File: config.mk
export PLATFORM = sky130hd
export DESIGN_NAME = pps_capture_multi
export DESIGN_NICKNAME = d
export VERILOG_FILES = /design/src/rtl/pps_pkg.sv /design/src/rtl/pps_chan_frontend.sv /design/src/rtl/pps_capture_multi.sv
export SDC_FILE = /design/constraint.sdc
export NUM_CORES = 1
export LEC_CHECK = 0
export ABC_AREA = 1
export CAP_MARGIN = 20
export CELL_PAD_IN_SITES_DETAIL_PLACEMENT = 1
export CELL_PAD_IN_SITES_GLOBAL_PLACEMENT = 1
export CORE_MARGIN = 2
export CORE_UTILIZATION = 40
export CTS_BUF_LIST = sky130_fd_sc_hd__clkbuf_4
export CTS_CLUSTER_SIZE = 40
export DETAILED_ROUTE_END_ITERATION = 10
export PLACE_DENSITY = 0.74
export RECOVER_POWER = 100
export SLEW_MARGIN = 0
export SYNTH_ARGS = -nofsm -noshare
export SYNTH_HDL_FRONTEND = slang
export SYNTH_SLANG_ARGS = --single-unit
File: constraint.sdc
create_clock -name clk -period 5.95 [get_ports clk]
set_input_delay 0.8925 -clock clk [delete_from_list [all_inputs] [get_ports clk]]
set_output_delay 0.8925 -clock clk [all_outputs]
set_load 0.005 [all_outputs]
File: src/rtl/pps_pkg.sv
// Shared definitions for the multi-channel PPS capture: record layout, header bits, frame sizing.
package pps_pkg;

    localparam int unsigned CH_W      = 4;
    localparam int unsigned HDR_FIRST = 7;
    localparam int unsigned HDR_SAT   = 6;

    // Record = {ch[3:0], FIRST, SAT, count[cnt_w-1:0]}
    function automatic int unsigned rec_w(input int unsigned cnt_w);
        return CH_W + 2 + cnt_w;
    endfunction

    function automatic int unsigned nbytes(input int unsigned cnt_w);
        return (cnt_w + 7) / 8;
    endfunction

    typedef enum logic {
        SER_IDLE,
        SER_SEND
    } ser_state_t;

endpackage

File: src/rtl/pps_chan_frontend.sv
// One pulse channel: synchroniser, stability filter, edge detect, period counter, holding register.
module pps_chan_frontend
    import pps_pkg::*;
#(
    parameter int unsigned CH    = 0,
    parameter int unsigned CNT_W = 32,
    parameter int unsigned FILT  = 3,
    localparam int unsigned REC_W = CH_W + 2 + CNT_W
) (
    input  logic             clk,
    input  logic             reset,
    input  logic             pps,
    input  logic             edge_sel,
    input  logic             grant,
    output logic             hold_valid,
    output logic [REC_W-1:0] hold_rec,
    output logic             drop_flag
);

    localparam int unsigned RW = $clog2(FILT + 1);
    localparam logic [RW-1:0] FILT_R = RW'(FILT);

    logic             sync1, sync2, sync_prev;
    logic [RW-1:0]    run_q, run_now;
    logic             level, level_d, seen;
    logic [CNT_W-1:0] cnt, period;
    logic             cnt_max, edge_det;

    // run_now counts consecutive identical synchronised samples, including the current one
    always_comb begin
        run_now = run_q;
        if (sync2 != sync_prev)
            run_now = RW'(1);
        else if (run_q != FILT_R)
            run_now = run_q + 1'b1;
    end

    always_comb begin
        cnt_max  = &cnt;
        period   = cnt_max ? cnt : cnt + 1'b1;
        edge_det = edge_sel ? (level & ~level_d) : (~level & level_d);
    end

    always_ff @(posedge clk) begin
        if (reset) begin
            sync1      <= 1'b0;
            sync2      <= 1'b0;
            sync_prev  <= 1'b0;
            run_q      <= FILT_R;
            level      <= 1'b0;
            level_d    <= 1'b0;
            seen       <= 1'b0;
            cnt        <= '0;
            hold_valid <= 1'b0;
            hold_rec   <= '0;
            drop_flag  <= 1'b0;
        end else begin
            sync1     <= pps;
            sync2     <= sync1;
            sync_prev <= sync2;
            run_q     <= run_now;
            if (run_now == FILT_R)
                level <= sync2;
            level_d <= level;

            if (edge_det) begin
                cnt  <= '0;
                seen <= 1'b1;
            end else if (!cnt_max) begin
                cnt <= cnt + 1'b1;
            end

            // A slot freed by this cycle's grant can take the new record at once
            if (edge_det && (!hold_valid || grant)) begin
                hold_valid <= 1'b1;
                hold_rec   <= {CH_W'(CH), ~seen, cnt_max, period};
            end else if (grant) begin
                hold_valid <= 1'b0;
            end

            if (edge_det && hold_valid && !grant)
                drop_flag <= 1'b1;
        end
    end

endmodule

File: src/rtl/pps_capture_multi.sv
// Multi-channel PPS period capture: per-channel frontends, fixed-priority arbiter, record FIFO, byte serializer.
module pps_capture_multi
    import pps_pkg::*;
#(
    parameter int unsigned NCH        = 2,
    parameter int unsigned CNT_W      = 32,
    parameter int unsigned FILT       = 3,
    parameter int unsigned FIFO_DEPTH = 4
) (
    input  logic           clk,
    input  logic           reset,
    input  logic [NCH-1:0] pps,
    input  logic [NCH-1:0] edge_sel,
    output logic [7:0]     out_data,
    output logic           out_valid,
    input  logic           out_ready,
    output logic           out_last,
    output logic [NCH-1:0] drop_flag
);

    localparam int unsigned REC_W  = rec_w(CNT_W);
    localparam int unsigned NBYTES = nbytes(CNT_W);
    localparam int unsigned PAD_W  = NBYTES * 8;
    localparam int unsigned AW     = (FIFO_DEPTH > 1) ? $clog2(FIFO_DEPTH) : 1;
    localparam int unsigned CW     = AW + 1;
    localparam int unsigned IW     = $clog2(NBYTES + 1);

    logic [NCH-1:0]   hold_valid, grant;
    logic [REC_W-1:0] hold_rec [NCH];

    for (genvar g = 0; g < NCH; g++) begin : g_ch
        pps_chan_frontend #(
            .CH    (g),
            .CNT_W (CNT_W),
            .FILT  (FILT)
        ) u_fe (
            .clk        (clk),
            .reset      (reset),
            .pps        (pps[g]),
            .edge_sel   (edge_sel[g]),
            .grant      (grant[g]),
            .hold_valid (hold_valid[g]),
            .hold_rec   (hold_rec[g]),
            .drop_flag  (drop_flag[g])
        );
    end

    logic [REC_W-1:0] mem [FIFO_DEPTH];
    logic [AW-1:0]    wr_ptr, rd_ptr, rd_next;
    logic [CW-1:0]    count;
    logic             fifo_full, push, pop;
    logic [REC_W-1:0] push_rec;
    ser_state_t       state;
    logic [IW-1:0]    idx;

    function automatic logic [AW-1:0] ptr_inc(input logic [AW-1:0] p);
        return (p == AW'(FIFO_DEPTH - 1)) ? '0 : p + 1'b1;
    endfunction

    function automatic logic [7:0] frame_byte(input logic [REC_W-1:0] rec, input logic [IW-1:0] i);
        logic [PAD_W-1:0] padded;
        logic [7:0]       b;
        padded = PAD_W'(rec[CNT_W-1:0]);
        if (i == '0) begin
            b            = '0;
            b[HDR_FIRST] = rec[CNT_W+1];
            b[HDR_SAT]   = rec[CNT_W];
            b[3:0]       = rec[REC_W-1 -: CH_W];
        end else begin
            b = 8'(padded >> ((NBYTES - 32'(i)) * 8));
        end
        return b;
    endfunction

    assign fifo_full = (count == CW'(FIFO_DEPTH));
    assign rd_next   = ptr_inc(rd_ptr);
    // The frame being sent stays at the FIFO head until its last byte is accepted
    assign pop       = (state == SER_SEND) && out_ready && out_last;

    always_comb begin
        grant    = '0;
        push     = 1'b0;
        push_rec = '0;
        for (int unsigned i = 0; i < NCH; i++) begin
            if (!push && hold_valid[i] && !fifo_full) begin
                grant[i] = 1'b1;
                push     = 1'b1;
                push_rec = hold_rec[i];
            end
        end
    end

    always_ff @(posedge clk) begin
        if (reset) begin
            for (int unsigned i = 0; i < FIFO_DEPTH; i++)
                mem[AW'(i)] <= '0;
            wr_ptr <= '0;
            rd_ptr <= '0;
            count  <= '0;
        end else begin
            if (push) begin
                mem[wr_ptr] <= push_rec;
                wr_ptr      <= ptr_inc(wr_ptr);
            end
            if (pop)
                rd_ptr <= rd_next;
            count <= count + CW'(push) - CW'(pop);
        end
    end

    always_ff @(posedge clk) begin
        if (reset) begin
            state     <= SER_IDLE;
            out_valid <= 1'b0;
            out_last  <= 1'b0;
            out_data  <= '0;
            idx       <= '0;
        end else begin
            case (state)
                SER_IDLE: begin
                    if (count != '0) begin
                        state     <= SER_SEND;
                        out_valid <= 1'b1;
                        out_last  <= 1'b0;
                        out_data  <= frame_byte(mem[rd_ptr], '0);
                        idx       <= '0;
                    end
                end
                SER_SEND: begin
                    if (out_ready) begin
                        if (out_last) begin
                            if (count > CW'(1)) begin
                                out_data <= frame_byte(mem[rd_next], '0);
                                out_last <= 1'b0;
                                idx      <= '0;
                            end else begin
                                state     <= SER_IDLE;
                                out_valid <= 1'b0;
                                out_last  <= 1'b0;
                            end
                        end else begin
                            idx      <= idx + 1'b1;
                            out_data <= frame_byte(mem[rd_ptr], idx + 1'b1);
                            out_last <= ((idx + 1'b1) == IW'(NBYTES));
                        end
                    end
                end
                default: state <= SER_IDLE;
            endcase
        end
    end

endmodule

==> results of run 1 <==
==> cells by family after synthesis <==
logic type	Yosys count	share of synthesized area, %
fa+ha+maj	13	1.14
flops	316	51.6
compound gates	272	10.1
buf+inv	377	9.91
simple gates	919	25.6
xor+xnor	29	1.70
==> layout make-up <==
cell class                 instances  area, sq um  share of cell area [%]
tap                              468          586                    3.55
timing repair buffer              34          275                    1.67
clock buffer                     129          968                    5.87
multi-input combinational       1233         5700                    34.6
clock inverter                    16          118                   0.713
antenna                            1         2.50                  0.0152
sequential                       316         7730                    46.9
inverter                         297         1110                    6.76
==> metrics by stage <==
| stage | worst slack [ns] | hold WS, ns |
|---|---|---|
| floorplan | 3.30 | 0.377 |
| global placement | 2.47 | 0.385 |
| detailed placement | 2.34 | 0.396 |
| CTS | 2.31 | 0.409 |
| global route | 1.02 | 0.419 |
| finish | 1.41 | 0.404 |
==> metal layers <==
metal  GRT usage [%]  vias to the layer above
met2            40.3                      277
met3            3.52                       74
met5               0                        -
li1                -                     6249
met4            8.72                        0
met1            28.8                     6056
==> worst max-delay path, stage by stage <==
cell and delay (ns):
clkbuf_1 0.16, buf_4 0.40, inv_1 0.12, clkbuf_1 1.53, nand2_1 1.01, clkbuf_1 0.67
==> power breakdown <==
group	switching, mW	leakage [nW]	internal (mW)
logic	0.0874	3.71	0.0301
registers	0.0195	2.87	2.30
clock network	0.905	0.647	1.07
==> sequential cells by signal (all words and copies together), names as in the netlist, 3 cells and up, named ones only <==
signal,count
idx,3
g_ch.u_fe.hold_rec,69
out_data,8
count,3
g_ch.u_fe.run_q,4
mem,140
g_ch.u_fe.cnt,64
==> how the worst min path moves through the flow <==
stage | start | to | slack, ns | cells after the start
after global placement | g_ch[1].u_fe.run_q[0] | g_ch[1].u_fe.run_q[0] | 0.39 | 1
after floorplan | g_ch[0].u_fe.run_q[0] | g_ch[0].u_fe.run_q[0] | 0.38 | 1
after global routing | g_ch[1].u_fe.run_q[0] | g_ch[1].u_fe.run_q[0] | 0.42 | 1
after detailed placement | g_ch[1].u_fe.run_q[0] | g_ch[1].u_fe.run_q[0] | 0.40 | 1
final | g_ch[0].u_fe.sync1 | g_ch[0].u_fe.sync2 | 0.40 | 2
after CTS | g_ch[0].u_fe.sync1 | g_ch[0].u_fe.sync2 | 0.41 | 2
==> Yosys cell counts <==
cell type | instances | area (sq um)
edfxtp_1 | 140 | 4200
nor2_4 | 3 | 33.8
nand3_1 | 99 | 495
a211oi_1 | 1 | 7.51
nand4_1 | 12 | 75.1
nor3_4 | 3 | 48.8
clkbuf_1 | 37 | 139
o211ai_1 | 17 | 128
nand2_4 | 1 | 11.3
a31oi_1 | 6 | 37.5
nor4_1 | 3 | 18.8
xnor2_1 | 12 | 105
clkinv_1 | 3 | 11.3
a22o_1 | 13 | 114
a22oi_1 | 1 | 7.51
nor2_2 | 3 | 18.8
buf_4 | 7 | 52.6
nand2_1 | 413 | 1550
nor2_8 | 1 | 20.0
nand3b_1 | 6 | 45.0
o22ai_1 | 22 | 138
o31ai_1 | 3 | 22.5
xor2_1 | 17 | 149
buf_1 | 7 | 26.3
fa_1 | 1 | 20.0
ha_1 | 12 | 150
a21oi_1 | 69 | 345
nor2_1 | 325 | 1220
o21a_1 | 1 | 7.51
nor3b_1 | 1 | 7.51
or2_0 | 1 | 6.26
nor3_2 | 1 | 10.0
nor3_1 | 22 | 110
o21ai_0 | 135 | 676
a221oi_1 | 1 | 8.76
buf_2 | 28 | 140
nand3_2 | 1 | 10.0
o21ai_1 | 3 | 15.0
buf_6 | 1 | 11.3
inv_1 | 290 | 1090
inv_2 | 4 | 15.0
dfxtp_1 | 176 | 3520
nand2_2 | 3 | 18.8
or2_2 | 21 | 131
==> results.cfg, run 1 <==
[detailed_routing]
detail_route.wirelength.met1_um = 19200
route.detailed.wl_per_inst_um = 17.6
dr.pass1.iters = 7
met3WireLength_um = 1950
drt-initial-drc-count = 683
routed_wl_um = 43800
postRouteAntennaNets = 0
drc = 0
met2_length_um = 21500
avgViaCountPerCell = 5.07
highest-signal-layer = met4
total_via_count_in_the_routed_design = 12700

[layout]
final_layout_net_count = 1985
final_core_util_pct = 44.9
layout_common_cells = nand2_1 (416), nor2_1 (330), inv_1 (291), dfxtp_1 (175), edfxtp_1 (140)
area.growth.synth_to_final_pct = 10.1
layout.cells.most_common = nand2_1
final.fill_count = 4570
finish.cell_count_without_fillers = 2494
drive_above_1_share_pct = 8.49
post-route-cell-area_sq_um = 16500

[worst_setup_path]
critPathArrivalTime_ns = 4.83
timing.critical_path.fanout_max = 67
critPathKind = in -> reg
worst-endpoint-required_ns = 6.24
regToRegSetupSlack_ns = 1.53
timing.rr.start = count[1]
worst_setup_path_endpoint = mem[2][10]
worst_r2r_dst = mem[0][31]
startpoint = reset
r2r_cells = 9
setup.worst_path.start_class = primary input
cp-end-kind = flop

[sta]
worst_relative_slew_slack_pct = -43.5
final.period_utilization_pct = 76.3
fin_worst_skew_ns = 0.0444
layout_min_cycle_time_ns = 4.54
timing_max_transition_violations_final = 163
finalSetupTns_ns = 0
achievable-frequency_mhz = 220
transition_time_of_the_tightest_slew_check_pin_ns = 2.15
final_hold_viol_count = 0
final-setup-viol-count = 0
grt_setup_unrepaired = no

[status]
violations = max-capacitance violations, max-slew violations
outcome = complete, but fails checks

[grt]
grt_start_max_net_pins = 75
number_of_global_route_vias_before_repair = 13300
grt_pass1_wl_um = 70000
overflow = 0
antenna_found_initial = 1
globalRouteTotalUtil_pct = 23.1

[power_and_ir_drop]
total_leakage_power_nw = 7.22
report.power.total_mw = 4.41
peakVddDrop_v = 0.000130
power_density_nw_per_um2 = 267

[yosys]
mappedNetlistNets = 1946
avgSynthCellArea_sq_um = 7.77
synth_seq_area_share_pct = 51.6
netlist_instances = 1926
yosys_warnings = 0
syn-cell-area_sq_um = 15000
synth.lib_cells_used.distinct = 44
ys_seq_elements = 316

[clocking]
cts_setup_buffers = 0
clkSinkCount = 316
clk_latency_ns = 0.73
ctsHoldBuffers = 0
tritoncts.num_buffers = 83
root_buffer = clkbuf_4
cts_tree = done
cts.reportedPaths.clkPinSlew_ns = 0.06
ctsLongestPathBuffers = 3
post_cts_resized = 0
cts-htree-levels = 3

[die]
die_ar_sq_um = 39000
die-height_um = 197
boundaryPins = 19
core-area_sq_um = 36700
placementRows = 70
die_w_um = 197
start_util_pct = 40.8

[placed_design]
routabilityCongestion = 0.890
postPlaceCellArea_sq_um = 15500
dpl.hpwl_um = 30300
placed_instances = 2347
quantity_of_i_o_buffers_inserted_on_ports = 18

[flow_run]
timing.max_cap.violations = 5

[min_path]
hold_path_class = reg -> reg
No activity file was read; power rests on OpenSTA's default activity.
==> inputs of run 2 (changes only) <==
- clock period: 5.95 -> 4.6 ns (I/O delays scaled with it)
==> results.cfg, run 2 (synthesis gave the netlist of run 1 again) <==
[min_path]
hold_path_class = in -> reg

[clocking]
cts-htree-levels = 3
cts_tree = done
cts_setup_buffers = 0
ctsLongestPathBuffers = 3
cts.reportedPaths.clkPinSlew_ns = 0.06
clk_latency_ns = 0.74
clkSinkCount = 316
tritoncts.num_buffers = 87
root_buffer = clkbuf_4
ctsHoldBuffers = 0
post_cts_resized = 0

[sta]
transition_time_of_the_tightest_slew_check_pin_ns = 2.71
grt_setup_unrepaired = no
final-setup-viol-count = 0
final.period_utilization_pct = 83.5
achievable-frequency_mhz = 260
hold_ws_ns = 0.374
layout_min_cycle_time_ns = 3.84
fin_worst_skew_ns = 0.0397
timing_max_transition_violations_final = 101
worst_relative_slew_slack_pct = -80.6
finalSetupTns_ns = 0
final_hold_viol_count = 0

[worst_setup_path]
cell_with_the_most_instances_on_the_worst_path = clkbuf_1
cpLargestDelayFamily = buffers and inverters
worst-endpoint-required_ns = 5.14
setup.worst_path.start_class = primary input
worstPathBufferInverterCount = 4
timing.critical_path.fanout_max = 56
crit_path_cell_trace = buf_2 -> clkbuf_1 -> nor2_1 -> clkbuf_1 -> inv_1 -> a31oi_1
critPathKind = in -> reg
critPathArrivalTime_ns = 4.38
cp_slowest_cell = clkbuf_1
crit_path_max_incr_delay_ns = 1.97
cp-end-kind = flop

[power_and_ir_drop]
p_sw_share_pct = 23.8
total_leakage_power_nw = 7.27
power.net_switching_mw = 1.37
power_density_nw_per_um2 = 348
power_frac_comb_pct = 2.6
seqPwrFrac_pct = 52.1
peakVddDrop_v = 0.000184
power.share.clock_pct = 45.3
cell_internal_pwr_mw = 4.40

[layout]
final_core_util_pct = 45.2
finish.cell_count_without_fillers = 2512
drive_above_1_share_pct = 9.01
final_layout_net_count = 1993
final.fill_count = 4589
layout.cells.most_common = nand2_1
top_register = mem
layout_common_cells = nand2_1 (414), nor2_1 (327), inv_1 (291), dfxtp_1 (175), edfxtp_1 (140)
layout_top_registers = mem: 140 flops, g_ch.u_fe.hold_rec: 69 flops, g_ch.u_fe.cnt: 64 flops
area.growth.synth_to_final_pct = 10.7
flip_flop_count_of_the_largest_register_all_copies_and_words_added = 140
post-route-cell-area_sq_um = 16600

[die]
die-height_um = 197
boundaryPins = 19
die_w_um = 197
die_ar_sq_um = 39000
core-area_sq_um = 36700
start_util_pct = 40.8
placementRows = 70

[grt]
globalRouteTotalUtil_pct = 23.1
antenna_found_initial = 1
number_of_global_route_vias_before_repair = 13200
grt_start_max_net_pins = 68
grt_pass1_wl_um = 70100
overflow = 0

[placed_design]
placed_instances = 2352
postPlaceCellArea_sq_um = 15500
routabilityCongestion = 0.890
quantity_of_i_o_buffers_inserted_on_ports = 18
dpl.hpwl_um = 31000

[detailed_routing]
drc = 0
drt-initial-drc-count = 657
route.detailed.wl_per_inst_um = 17.5
avgViaCountPerCell = 5.08
routed_wl_um = 44000
postRouteAntennaNets = 0
total_via_count_in_the_routed_design = 12800
dr.pass1.iters = 5

[flow_run]
timing.max_cap.violations = 2

[status]
outcome = complete, but fails checks
violations = max-capacitance violations, max-slew violations
run 2: changes by cell type in the layout (fill, tap and decap cells not counted), moves of 2 or more:
cell and change:
clkinv_1 +12, buf_4 +4, clkbuf_4 -3, clkinv_2 +3, nor2_1 -3, inv_2 +2
nand2_1 -2, nor2_2 +2
run 2: cell type report:
type / instances / area (sq um) / share of cell area [%]
antenna: 1 / 2.50 / 0.0151
clock buffer: 126 / 946 / 5.70
clock inverter: 33 / 186 / 1.12
inverter: 297 / 1110 / 6.72
multi-input combinational: 1233 / 5720 / 34.5
sequential: 316 / 7730 / 46.6
tap: 468 / 586 / 3.53
timing repair buffer: 38 / 297 / 1.79
run 2: path summary, 6_finish.rpt:
kind / from / to / slack, ns / cells past startpoint
worst min register to register: g_ch[0].u_fe.sync1 / g_ch[0].u_fe.sync2 / 0.40 / 2
worst max register to register: count[0] / mem[1][17] / 0.77 / 9
worst max-delay path: reset / g_ch[0].u_fe.cnt[5] / 0.76 / 6
worst min-delay path: reset / idx[2] / 0.37 / 2
run 2: metal layers:
metal | up-vias | track usage (%) | part of all wire [%]
met4 | 0 | 8.08 | 2.7
met3 | 79 | 4.20 | 4.8
met2 | 251 | 40.2 | 49
li1 | 6282 | - | -
met5 | - | 0 | 0
met1 | 6153 | 28.8 | 44
run 2: power groups by stage:
stage | registers [mW] | logic (mW) | clock network, mW
floorplan | 3.06 | 0.0993 | 0
global placement | 3.06 | 0.151 | 0
detailed placement | 3.06 | 0.156 | 0
CTS | 3.00 | 0.157 | 2.68
global route | 3.01 | 0.172 | 2.83
finish | 3.00 | 0.152 | 2.61
run 2: through the flow:
step	power [mW]	setup slack (ns)
6_report	5.77	0.760
5_1_grt	6.01	0.480
4_1_cts	5.84	1.20
3_5_place_dp	3.22	1.23
3_3_place_gp	3.21	1.40
2_1_floorplan	3.16	2.05
==> inputs of run 3 (changes only) <==
- PLACE_DENSITY: 0.74 -> 0.77
- clock period: 4.6 -> 3.35 ns (I/O delays scaled with it)
==> results.cfg, run 3 (synthesis gave the netlist of run 1 again) <==
[status]
outcome = complete, but fails checks
violations = max-capacitance violations, max-slew violations

[layout]
layout.cells.most_common = nand2_1
drive_above_1_share_pct = 9.35
final_layout_net_count = 2000
finish.cell_count_without_fillers = 2512
multiInputGateArea_sq_um = 5750
layout_common_cells = nand2_1 (415), nor2_1 (326), inv_1 (290), dfxtp_1 (176), edfxtp_1 (140)
top_register = mem
area.growth.synth_to_final_pct = 10.9
final.fill_count = 4596
final-seq-area_sq_um = 7730
flip_flop_count_of_the_largest_register_all_copies_and_words_added = 140
layout_top_registers = mem: 140 flops, g_ch.u_fe.hold_rec: 69 flops, g_ch.u_fe.cnt: 64 flops

[clocking]
cts_tree = done
clk_latency_ns = 0.77
tritoncts.num_buffers = 88
post_cts_resized = 0
ctsLongestPathBuffers = 3
cts-htree-levels = 3
ctsHoldBuffers = 0
cts.reportedPaths.clkPinSlew_ns = 0.07
cts_setup_buffers = 0
root_buffer = clkbuf_4
clkSinkCount = 316

[sta]
layout_min_cycle_time_ns = 3.07
grt_setup_unrepaired = no
finalSetupTns_ns = 0
final_hold_viol_count = 0
worst_relative_slew_slack_pct = -3.11
achievable-frequency_mhz = 326
post-route-worst-setup-slack_ns = 0.281
final-setup-viol-count = 0
transition_time_of_the_tightest_slew_check_pin_ns = 1.55
fin_worst_skew_ns = 0.0531
timing_max_transition_violations_final = 41
final.period_utilization_pct = 91.6

[placed_design]
dp_worst_setup_slack_ns = 0.395
dpl.hpwl_um = 31200
placed_instances = 2358
routabilityCongestion = 0.896
quantity_of_i_o_buffers_inserted_on_ports = 18

[worst_setup_path]
timing.critical_path.fanout_max = 20
startpoint = g_ch[1].u_fe.cnt[0]
cp_slowest_cell = clkbuf_1
setup.worst_path.start_class = flop
crit_path_max_incr_delay_ns = 0.75
worst-endpoint-required_ns = 3.99
critPathKind = reg -> reg
timing.rr.start = g_ch[1].u_fe.cnt[0]
cpLargestDelayFamily = simple AND/OR/NAND/NOR gates
cp-end-kind = flop
worstPathBufferInverterCount = 3
critPathArrivalTime_ns = 3.71
crit_path_cell_trace = ha_1 -> nand3_1 -> inv_1 -> nand2_1 -> nor2_1 -> nand2_1 -> clkbuf_1 -> nand3_1 -> o21ai_0 -> inv_1

[detailed_routing]
drt-initial-drc-count = 750
route.detailed.wl_per_inst_um = 18.0
total_via_count_in_the_routed_design = 12900
routed_wl_um = 45200
dr.pass1.iters = 5
postRouteAntennaNets = 0
drc = 0
avgViaCountPerCell = 5.13

[min_path]
hold_path_class = in -> reg
worst_min_delay_path_startpoint = reset

[grt]
globalRouteTotalUtil_pct = 23.8
number_of_global_route_vias_before_repair = 13600
overflow = 0
grt_start_max_net_pins = 74
antenna_found_initial = 1
grt_pass1_wl_um = 71500

[die]
boundaryPins = 19
die-height_um = 197
placementRows = 70
start_util_pct = 40.8
core-area_sq_um = 36700
die_w_um = 197
die_ar_sq_um = 39000

[power_and_ir_drop]
peakVddDrop_v = 0.000207
total_leakage_power_nw = 7.30
power_density_nw_per_um2 = 474

[flow_run]
timing.max_cap.violations = 1
[run 3: cell types whose count changed in the layout (fill, tap and decap cells not counted), sizes merged]
cell / previous run / this run
buf: 13 / 16
clkbuf: 134 / 133
inv: 296 / 294
[run 3: path summary, 6_finish.rpt]
| check | to | slack (ns) | depth (start not counted) |
|---|---|---|---|
| worst max-delay path | g_ch[1].u_fe.hold_rec[23] | 0.28 | 10 |
| worst min-delay path | g_ch[0].u_fe.level | 0.18 | 2 |
| worst max register to register | g_ch[1].u_fe.hold_rec[23] | 0.28 | 10 |
| worst min register to register | g_ch[1].u_fe.sync2 | 0.40 | 2 |
[run 3: cell type report]
type	instances	share of cell area, %
well taps	468	3.53
clock inverters	31	1.07
multi-input cells	1233	34.6
diodes	1	0.0151
repair buffers	44	2.03
clock buffers	122	5.51
flip-flops and latches	316	46.5
inverters	297	6.71
[run 3: report_power, final]
group / leakage (nW) / switching, mW / total (mW) / internal, mW
clock network: 0.654 / 1.69 / 3.53 / 1.83
registers: 2.87 / 0.0339 / 4.12 / 4.09
logic: 3.78 / 0.158 / 0.215 / 0.0568
total: 7.30 / 1.89 / 7.87 / 5.98
[run 3: layer usage]
metal | global-route usage [%] | wire [um]
met1 | 29.3 | 19700
met2 | 41.3 | 22000
met3 | 3.98 | 1910
met4 | 9.77 | 1540
met5 | 0 | 0
[run 3: through the flow]
stage	area [sq um]	util, %	hold WS, ns	total power, mW
2_1_floorplan	15000	-	0.377	4.33
5_1_grt	16600	45.3	0.172	8.17
4_1_cts	16700	45.4	0.0340	7.96
6_report	16600	45.3	0.181	7.87
3_3_place_gp	15600	42.4	0.385	4.42
3_5_place_dp	15600	42.4	0.397	4.43
